$ cat src/rtl/fb_pkg.sv
// rtl/fb_pkg.sv - shared framebuffer geometry, RGB565 packing and writer state encoding
// Contents: FB_WIDTH/FB_HEIGHT/FB_WORDS geometry, pack_rgb565() colour packer,
//           wr_state_t state enum used by fragment_writer.

package fb_pkg;

    localparam int FB_WIDTH  = 640;
    localparam int FB_HEIGHT = 400;
    localparam int FB_WORDS  = FB_WIDTH * FB_HEIGHT;

    typedef enum logic [1:0] {
        ST_IDLE  = 2'd0,
        ST_DRAIN = 2'd1,
        ST_CLEAR = 2'd2,
        ST_DONE  = 2'd3
    } wr_state_t;

    // Keep the top bits of each 16-bit channel: 5 red, 6 green, 5 blue.
    function automatic logic [15:0] pack_rgb565(input logic [4:0] r5,
                                                input logic [5:0] g6,
                                                input logic [4:0] b5);
        return {r5, g6, b5};
    endfunction

endpackage

$ cat src/rtl/frag_fifo.sv
// rtl/frag_fifo.sv - synchronous fragment FIFO with registered full flag and occupancy count
// Ports:
//   clk        in   clock, state changes on the falling edge
//   rst        in   asynchronous active-high reset
//   push       in   write push_data (ignored while full)
//   push_data  in   WIDTH-bit entry
//   pop        in   drop the head entry (ignored while empty)
//   head       out  oldest entry
//   full       out  registered, high while count == DEPTH
//   empty      out  high while count == 0
//   count      out  occupancy, $clog2(DEPTH)+1 bits

module frag_fifo #(
    parameter int WIDTH = 34,
    parameter int DEPTH = 8
) (
    input  logic                     clk,
    input  logic                     rst,
    input  logic                     push,
    input  logic [WIDTH-1:0]         push_data,
    input  logic                     pop,
    output logic [WIDTH-1:0]         head,
    output logic                     full,
    output logic                     empty,
    output logic [$clog2(DEPTH):0]   count
);

    localparam int AW = $clog2(DEPTH);
    localparam logic [AW:0] DEPTH_C = (AW + 1)'(DEPTH);

    logic [WIDTH-1:0] mem [DEPTH];
    logic [AW-1:0]    wr_ptr;
    logic [AW-1:0]    rd_ptr;
    logic [AW:0]      count_next;
    logic             full_q;
    logic             do_push;
    logic             do_pop;

    assign do_push = push && !full_q;
    assign do_pop  = pop && (count != '0);

    always_comb begin
        count_next = count;
        unique case ({do_push, do_pop})
            2'b10:   count_next = count + (AW + 1)'(1);
            2'b01:   count_next = count - (AW + 1)'(1);
            default: count_next = count;
        endcase
    end

    // Full is registered from the next count so it rises in the same cycle the
    // count reaches DEPTH; a one-cycle lag here would let an extra push slip in.
    always_ff @(negedge clk or posedge rst) begin
        if (rst) begin
            wr_ptr <= '0;
            rd_ptr <= '0;
            count  <= '0;
            full_q <= 1'b0;
        end else begin
            if (do_push) wr_ptr <= wr_ptr + AW'(1);
            if (do_pop)  rd_ptr <= rd_ptr + AW'(1);
            count  <= count_next;
            full_q <= (count_next == DEPTH_C);
        end
    end

    always_ff @(negedge clk) begin
        if (do_push) mem[wr_ptr] <= push_data;
    end

    assign head  = mem[rd_ptr];
    assign full  = full_q;
    assign empty = (count == '0);

endmodule

$ cat src/rtl/fragment_writer.sv
// rtl/fragment_writer.sv - buffers shaded fragments and writes them, or a clear fill, to the SRAM framebuffer
// Ports:
//   I_CLOCK, I_RESET            clock (falling-edge state changes), async active-high reset
//   I_FragValid/Addr/Color      incoming fragment; colour packed to RGB565 on push
//   I_FrameStall                rasterizer busy; falling edge marks end of traversal
//   I_ClearReq, I_ClearColor    framebuffer clear request and fill value
//   I_SramReady                 write port granted this cycle
//   O_Full                      FIFO full, upstream must hold
//   O_SramWE/Addr/Data          registered write strobe, address, data
//   O_FrameDone                 one-cycle frame completion pulse
//   O_Busy                      draining, clearing or holding fragments

module fragment_writer #(
    parameter int FIFO_DEPTH = 8,
    parameter int FB_WORDS   = fb_pkg::FB_WORDS
) (
    input  logic        I_CLOCK,
    input  logic        I_RESET,
    input  logic        I_FragValid,
    input  logic [17:0] I_FragAddr,
    input  logic [63:0] I_FragColor,
    input  logic        I_FrameStall,
    input  logic        I_ClearReq,
    input  logic [15:0] I_ClearColor,
    input  logic        I_SramReady,
    output logic        O_Full,
    output logic        O_SramWE,
    output logic [17:0] O_SramAddr,
    output logic [15:0] O_SramData,
    output logic        O_FrameDone,
    output logic        O_Busy
);

    import fb_pkg::*;

    localparam int          CW        = $clog2(FIFO_DEPTH) + 1;
    localparam logic [17:0] LAST_ADDR = 18'(FB_WORDS - 1);

    wr_state_t   state_q, state_d;
    logic [17:0] clear_addr_q;
    logic [15:0] clear_color_q;
    logic        clear_pending_q;
    logic        pending_done_q;
    logic        stall_q;
    logic        ovf_seen;
    logic        we_q;
    logic [17:0] addr_q;
    logic [15:0] data_q;

    logic        fifo_full, fifo_empty;
    logic [CW-1:0] fifo_count;
    logic [33:0] fifo_head;
    logic        push, pop;
    logic        clear_write, clear_last, clear_accept, drain_done;
    logic        unused_sink;

    // Upper colour bits carry no information; ovf_seen is a debug bit read hierarchically.
    assign unused_sink = ^{I_FragColor[63:48], ovf_seen};

    assign push         = I_FragValid && !fifo_full && (I_FragAddr <= LAST_ADDR);
    assign pop          = (state_q == ST_DRAIN) && I_SramReady && !fifo_empty;
    assign clear_write  = (state_q == ST_CLEAR) && I_SramReady;
    assign clear_last   = clear_write && (clear_addr_q == LAST_ADDR);
    assign clear_accept = I_ClearReq && (state_q != ST_CLEAR);
    // Leave DRAIN on the same edge as the final pop so the done pulse can
    // follow the last write by exactly one cycle.
    assign drain_done   = fifo_empty || (pop && !push && fifo_count == CW'(1));

    frag_fifo #(
        .WIDTH (34),
        .DEPTH (FIFO_DEPTH)
    ) u_fifo (
        .clk       (I_CLOCK),
        .rst       (I_RESET),
        .push      (push),
        .push_data ({I_FragAddr, pack_rgb565(I_FragColor[15:11], I_FragColor[31:26], I_FragColor[47:43])}),
        .pop       (pop),
        .head      (fifo_head),
        .full      (fifo_full),
        .empty     (fifo_empty),
        .count     (fifo_count)
    );

    always_comb begin
        state_d = state_q;
        unique case (state_q)
            ST_IDLE: begin
                if (!fifo_empty)                        state_d = ST_DRAIN;
                else if (I_ClearReq || clear_pending_q) state_d = ST_CLEAR;
                else if (pending_done_q)                state_d = ST_DONE;
            end
            ST_DRAIN: if (drain_done) state_d = ST_IDLE;
            ST_CLEAR: if (clear_last) state_d = ST_IDLE;
            ST_DONE:  state_d = ST_IDLE;
            default:  state_d = ST_IDLE;
        endcase
    end

    always_ff @(negedge I_CLOCK or posedge I_RESET) begin
        if (I_RESET) begin
            state_q         <= ST_IDLE;
            clear_addr_q    <= '0;
            clear_color_q   <= '0;
            clear_pending_q <= 1'b0;
            pending_done_q  <= 1'b0;
            stall_q         <= 1'b0;
            ovf_seen        <= 1'b0;
            we_q            <= 1'b0;
            addr_q          <= '0;
            data_q          <= '0;
        end else begin
            state_q <= state_d;
            stall_q <= I_FrameStall;

            if (stall_q && !I_FrameStall)                    pending_done_q <= 1'b1;
            else if (state_q == ST_IDLE && state_d == ST_DONE) pending_done_q <= 1'b0;

            // A request that cannot start immediately waits for the FIFO to empty.
            if (state_q != ST_CLEAR && state_d == ST_CLEAR) clear_pending_q <= 1'b0;
            else if (clear_accept)                          clear_pending_q <= 1'b1;

            if (clear_accept) clear_color_q <= I_ClearColor;

            if (clear_last)       clear_addr_q <= '0;
            else if (clear_write) clear_addr_q <= clear_addr_q + 18'd1;

            if (I_FragValid && fifo_full) ovf_seen <= 1'b1;

            we_q <= pop || clear_write;
            if (pop) begin
                addr_q <= fifo_head[33:16];
                data_q <= fifo_head[15:0];
            end else if (clear_write) begin
                addr_q <= clear_addr_q;
                data_q <= clear_color_q;
            end
        end
    end

    assign O_Full      = fifo_full;
    assign O_SramWE    = we_q;
    assign O_SramAddr  = addr_q;
    assign O_SramData  = data_q;
    assign O_FrameDone = (state_q == ST_DONE);
    assign O_Busy      = (state_q == ST_DRAIN) || (state_q == ST_CLEAR) || !fifo_empty;

endmodule
$ cat config.mk
export PLATFORM = sky130hd
export DESIGN_NAME = fragment_writer
export DESIGN_NICKNAME = d
export VERILOG_FILES = /design/src/rtl/fb_pkg.sv /design/src/rtl/frag_fifo.sv /design/src/rtl/fragment_writer.sv
export SDC_FILE = /design/constraint.sdc
export NUM_CORES = 1
export LEC_CHECK = 0
export CAP_MARGIN = 10
export CELL_PAD_IN_SITES_DETAIL_PLACEMENT = 1
export CELL_PAD_IN_SITES_GLOBAL_PLACEMENT = 2
export CORE_AREA = 2 2 193 195
export CTS_BUF_LIST = sky130_fd_sc_hd__clkbuf_16
export CTS_CLUSTER_DIAMETER = 200
export DETAILED_ROUTE_END_ITERATION = 7
export DIE_AREA = 0 0 195 197
export GPL_ROUTABILITY_DRIVEN = 0
export PLACE_DENSITY = 0.72
export SLEW_MARGIN = 10
export SYNTH_ARGS = -nofsm -noshare
export SYNTH_HDL_FRONTEND = slang
export SYNTH_SLANG_ARGS = --single-unit
$ cat constraint.sdc
create_clock -name I_CLOCK -period 5.3 [get_ports I_CLOCK]
set_clock_uncertainty 0.05 [all_clocks]
set_input_delay 1.06 -clock I_CLOCK [delete_from_list [all_inputs] [get_ports I_CLOCK]]
set_output_delay 1.06 -clock I_CLOCK [all_outputs]
set_load 0.01 [all_outputs]
## Word level (Yosys, flattened, before mapping)

Memory sizes are Yosys's and may differ from the RTL's.
Cells that the tools add are included.
W data, S select, Z words.

- Register bits after elaboration: 85
- Input bits: 104
- Memories kept: 1
- Memory bits (writable): 272

Memory list:

| memory | words | width | rd ports | clocked after memory_dff | write ports | line | source |
|---|---|---|---|---|---|---|---|
| u_fifo.mem | 8 | 34 | 1 | 0 | 1 | frag_fifo.sv:31 | `logic [WIDTH-1:0] mem [DEPTH];` |

- Muxes and demuxes: 19
- Eq/ne operators: 11
- Reduce and logical (&&, ||, !) cells: 30
- Add/sub/neg operators: 5
- Magnitude comparators: 1

Operators with widths:

| kind | count |
|---|---|
| $mux W18 | 4 |
| $mux W16 | 2 |
| $add A18 B1 Y18 const B | 1 |
| $eq A18 B18 Y1 const B | 1 |
| $le A18 B18 Y1 const B | 1 |
| $logic_and A1 B1 Y1 | 14 |
| $eq A2 B2 Y1 const B | 5 |
| $mux W2 | 5 |
| $pmux W2 S4 | 1 |
| $pmux W4 S2 | 1 |
| $reduce_bool A2 Y1 | 4 |
| $add A3 B1 Y3 const B | 2 |
| $mux W1 | 6 |
| $logic_or A1 B1 Y1 | 5 |
| $add A4 B1 Y4 const B | 1 |
| $eq A2 B1 Y1 const B | 2 |
| $eq A4 B1 Y1 const B | 1 |
| $eq A4 B4 Y1 const B | 1 |
| $logic_not A1 Y1 | 4 |
| $logic_not A4 Y1 | 1 |
| $reduce_bool A4 Y1 | 1 |
| $sub A4 B1 Y4 const B | 1 |
| $logic_not A2 Y1 | 1 |
| $ne A2 B2 Y1 const B | 1 |

## Depth between registers and ports, before layout

- Word-level depth: 13
- Mapped depth: 10
- Gate-level depth less buffers: 9

## By module

From an unflattened synthesis, not the netlist that was laid out.

- Cell total of the unflattened synthesis: 781
- Area total of the unflattened synthesis: 14,199.9 sq um

Modules (own cells, without submodules):

| module | cells an instance | times used | area an instance (sq um) |
|---|---|---|---|
| frag_fifo | 463 | 1 | 10,895.4 |
| fragment_writer | 318 | 1 | 3,304.4 |

==> flow_summary.toml <==
[run_status]
outcome = "finished clean"

[clocking]
cts_max_path_buffers = 3
clkTransAtPathRegs_ps = 50
cts_root_buf = "clkbuf_16"
cts.sinks = 357
h-tree-depth = 2
numCtsBuffers = 41
cts_hold_buffers = 0
cts_tree = "yes"
clk_latency_ps = 600

[floorplanning]
die_h_um = 197
num_rows = 70
start_util = 0.395
coreArea_sq_mm = 0.0363
ios = 142
die_w_um = 195
dieArea_sq_mm = 0.0384

[logic_synthesis]
synthFlopType = "edfxtp_1"
synth_seq_cells = 357
synth_fp_nets = 912
ys.warnings.count = 0
async_reset_ff_frac = 0.238
yosysUniqueCellTypes = 52
synth.avg_cell_area_sq_um = 18.0
netlist.area_leader.share = 0.571
ys_seq_area_frac = 0.720
yosysTopAreaCell = "edfxtp_1"
synth-edff-count = 272
synthTopCellsByCount = "edfxtp_1 (272), dfrtn_1 (85), mux4_2 (68), mux2i_1 (41)"
synth.area.top_cells = "edfxtp_1 (57%), dfrtn_1 (15%), mux4_2 (11%), mux2i_1 (2.9%), a211oi_1 (1.8%)"
post-synth-top-count-cell = "edfxtp_1"
synth_area_sq_mm = 0.0143
syn_inst = 796

[grt]
antenna_found_initial = 2
grt.total_usage = 0.191
grt_overflow = 0
grt_max_degree = 86
grt_pass1_wl_um = 55700
first_global_vias = 10200

[setup_path]
crit_fanout = 4
r2r_setup_slack_ps = 2430
slowest_delay_ps = 420
end_kind = "output pin"
worstSetupEndpoint = "O_Busy"
critPathKind = "reg2out"
crit_start = "state_q[0]"
slowest_stage = "dfrtn_1"
rr_worst_depth = 5
crit_chain = "inv_2 > ha_4 > nand2b_1 > buf_2"
r2r-start = "u_fifo.rd_ptr[0]"
rr_endpoint = "O_SramAddr[3]"
required_ps = 4190
start_kind = "flip-flop"
arrival_ps = 4170

[layout]
fin_util = 0.520
syn2layout_area_growth_pct = 31.9
num-nets-final = 1343
final_layout_size_suffix_gt1_frac = 0.197
n_fill_cell = 3580
final_cell_area_sq_mm = 0.0189
diodes = 0

[detailed_routing]
num_vias = 8749
drt_pass1_iterations = 4
drt_wl_total_um = 35400
post_drt_wl_per_cell_um = 20.5
drt_iter0_drc = 419
remaining_drc_errors = 0
ant_nets = 0
vias_per_cell = 5.06

[min_path]
hold_class = "reg2reg"

[sta]
timing.slew.headroom = 0.289
worst_slew_pin_slew_ps = 1070
setup-violations-final = 0
rsz0062_at_grt = "true"
hold_violations = 0
slew_viol_final = 0

[placement]
dp_hpwl_um = 20500
placed_cell_area_sq_mm = 0.0165
portBuffers = 93

[power]
leakagePower_nw = 7.94
finalPower_mw = 10.3
power_density_mw_per_mm2 = 545
peakVddDrop_uv = 343

[job]
drv_cap = 0
-- cells in the final DEF (no fill, tap or decap), types with 35 or more instances in the layout --
cell	synthesis	routed
inv_1	15	292
edfxtp_1	272	272
dfrtn_1	85	85
clkdlybuf4s50_1	0	74
mux4_2	68	68
buf_4	1	54
clkbuf_16	0	43
mux2i_1	41	41
a21oi_1	35	35
a211oi_1	35	35
-- critical path, delay by kind of cell (launching register included) --
family | cells | cell delay, ps
AND/OR/NAND/NOR | 1 | 130
buffers and inverters | 2 | 210
adder cells (fa/ha/maj) | 1 | 230
flip-flops | 1 | 420
-- registers in the layout, indices dropped and copies added, names as in the netlist, 2 cells and up --
| register | cells |
|---|---|
| clear_addr_q | 18 |
| u_fifo.mem | 272 |
| state_q | 2 |
| u_fifo.count | 4 |
| O_SramAddr | 18 |
| u_fifo.wr_ptr | 3 |
| u_fifo.rd_ptr | 3 |
| clear_color_q | 16 |
| O_SramData | 16 |
-- metrics by stage --
step / setup slack [ps] / cells / hold slack [ps] / setup TNS, ps
global placement: -504 / 1379 / 377 / -116920
finish: 17.5 / 1728 / 402 / 0
global route: -67.8 / 1728 / 423 / -67.8
CTS: -21.5 / 1726 / 399 / -21.5
detailed placement: -614 / 1379 / 404 / -122860
floorplan: -394 / 796 / 351 / -67940
-- report_power, final --
group	internal (mW)	leakage (nW)	switching [mW]
clock network	1.90	2.12	1.69
logic	1.39	2.32	1.36
registers	3.62	3.50	0.319
-- layer usage --
layer  track usage  wire [um]  up-vias
li1              -          -     4018
met1         0.234      15100     4534
met2         0.329      18300      143
met3        0.0486       1390       50
met4        0.0670        539        4
met5             0         27        -
-- how the worst min path moves through the flow --
stage	endpoint	start	cells past startpoint
after floorplan	clear_addr_q[17]	clear_addr_q[17]	1
after global placement	clear_addr_q[17]	clear_addr_q[17]	1
after CTS	clear_addr_q[17]	clear_addr_q[17]	1
after global routing	clear_addr_q[17]	clear_addr_q[17]	1
final	clear_addr_q[17]	clear_addr_q[17]	1
after detailed placement	clear_addr_q[17]	clear_addr_q[17]	1
-- timing repair --
| item | in CTS | in global routing |
|---|---|---|
| pin swaps | 0 | 4 |
| gates resized for setup | 26 | 9 |
| setup endpoints to repair | 15 | 18 |
| buffers inserted | 0 | 2 |
-- cells by family after synthesis --
family	count (synthesis)	synth area share
simple gates	124	0.0479
compound gates	102	0.0458
mux	125	0.148
fa+ha+maj	12	0.0105
flops	357	0.720
buf+inv	61	0.0185
xor+xnor	15	0.00918
-- cell type report --
type / count / area [sq um] / area share
sequential: 357 / 10300 / 0.546
multi-input combinational: 378 / 3950 / 0.209
timing repair buffer: 163 / 1650 / 0.0873
clock inverter: 305 / 1260 / 0.0668
clock buffer: 43 / 1080 / 0.0570
tap: 468 / 586 / 0.0310
inverter: 14 / 56.3 / 0.00298
(Power assumes the default switching activity.)
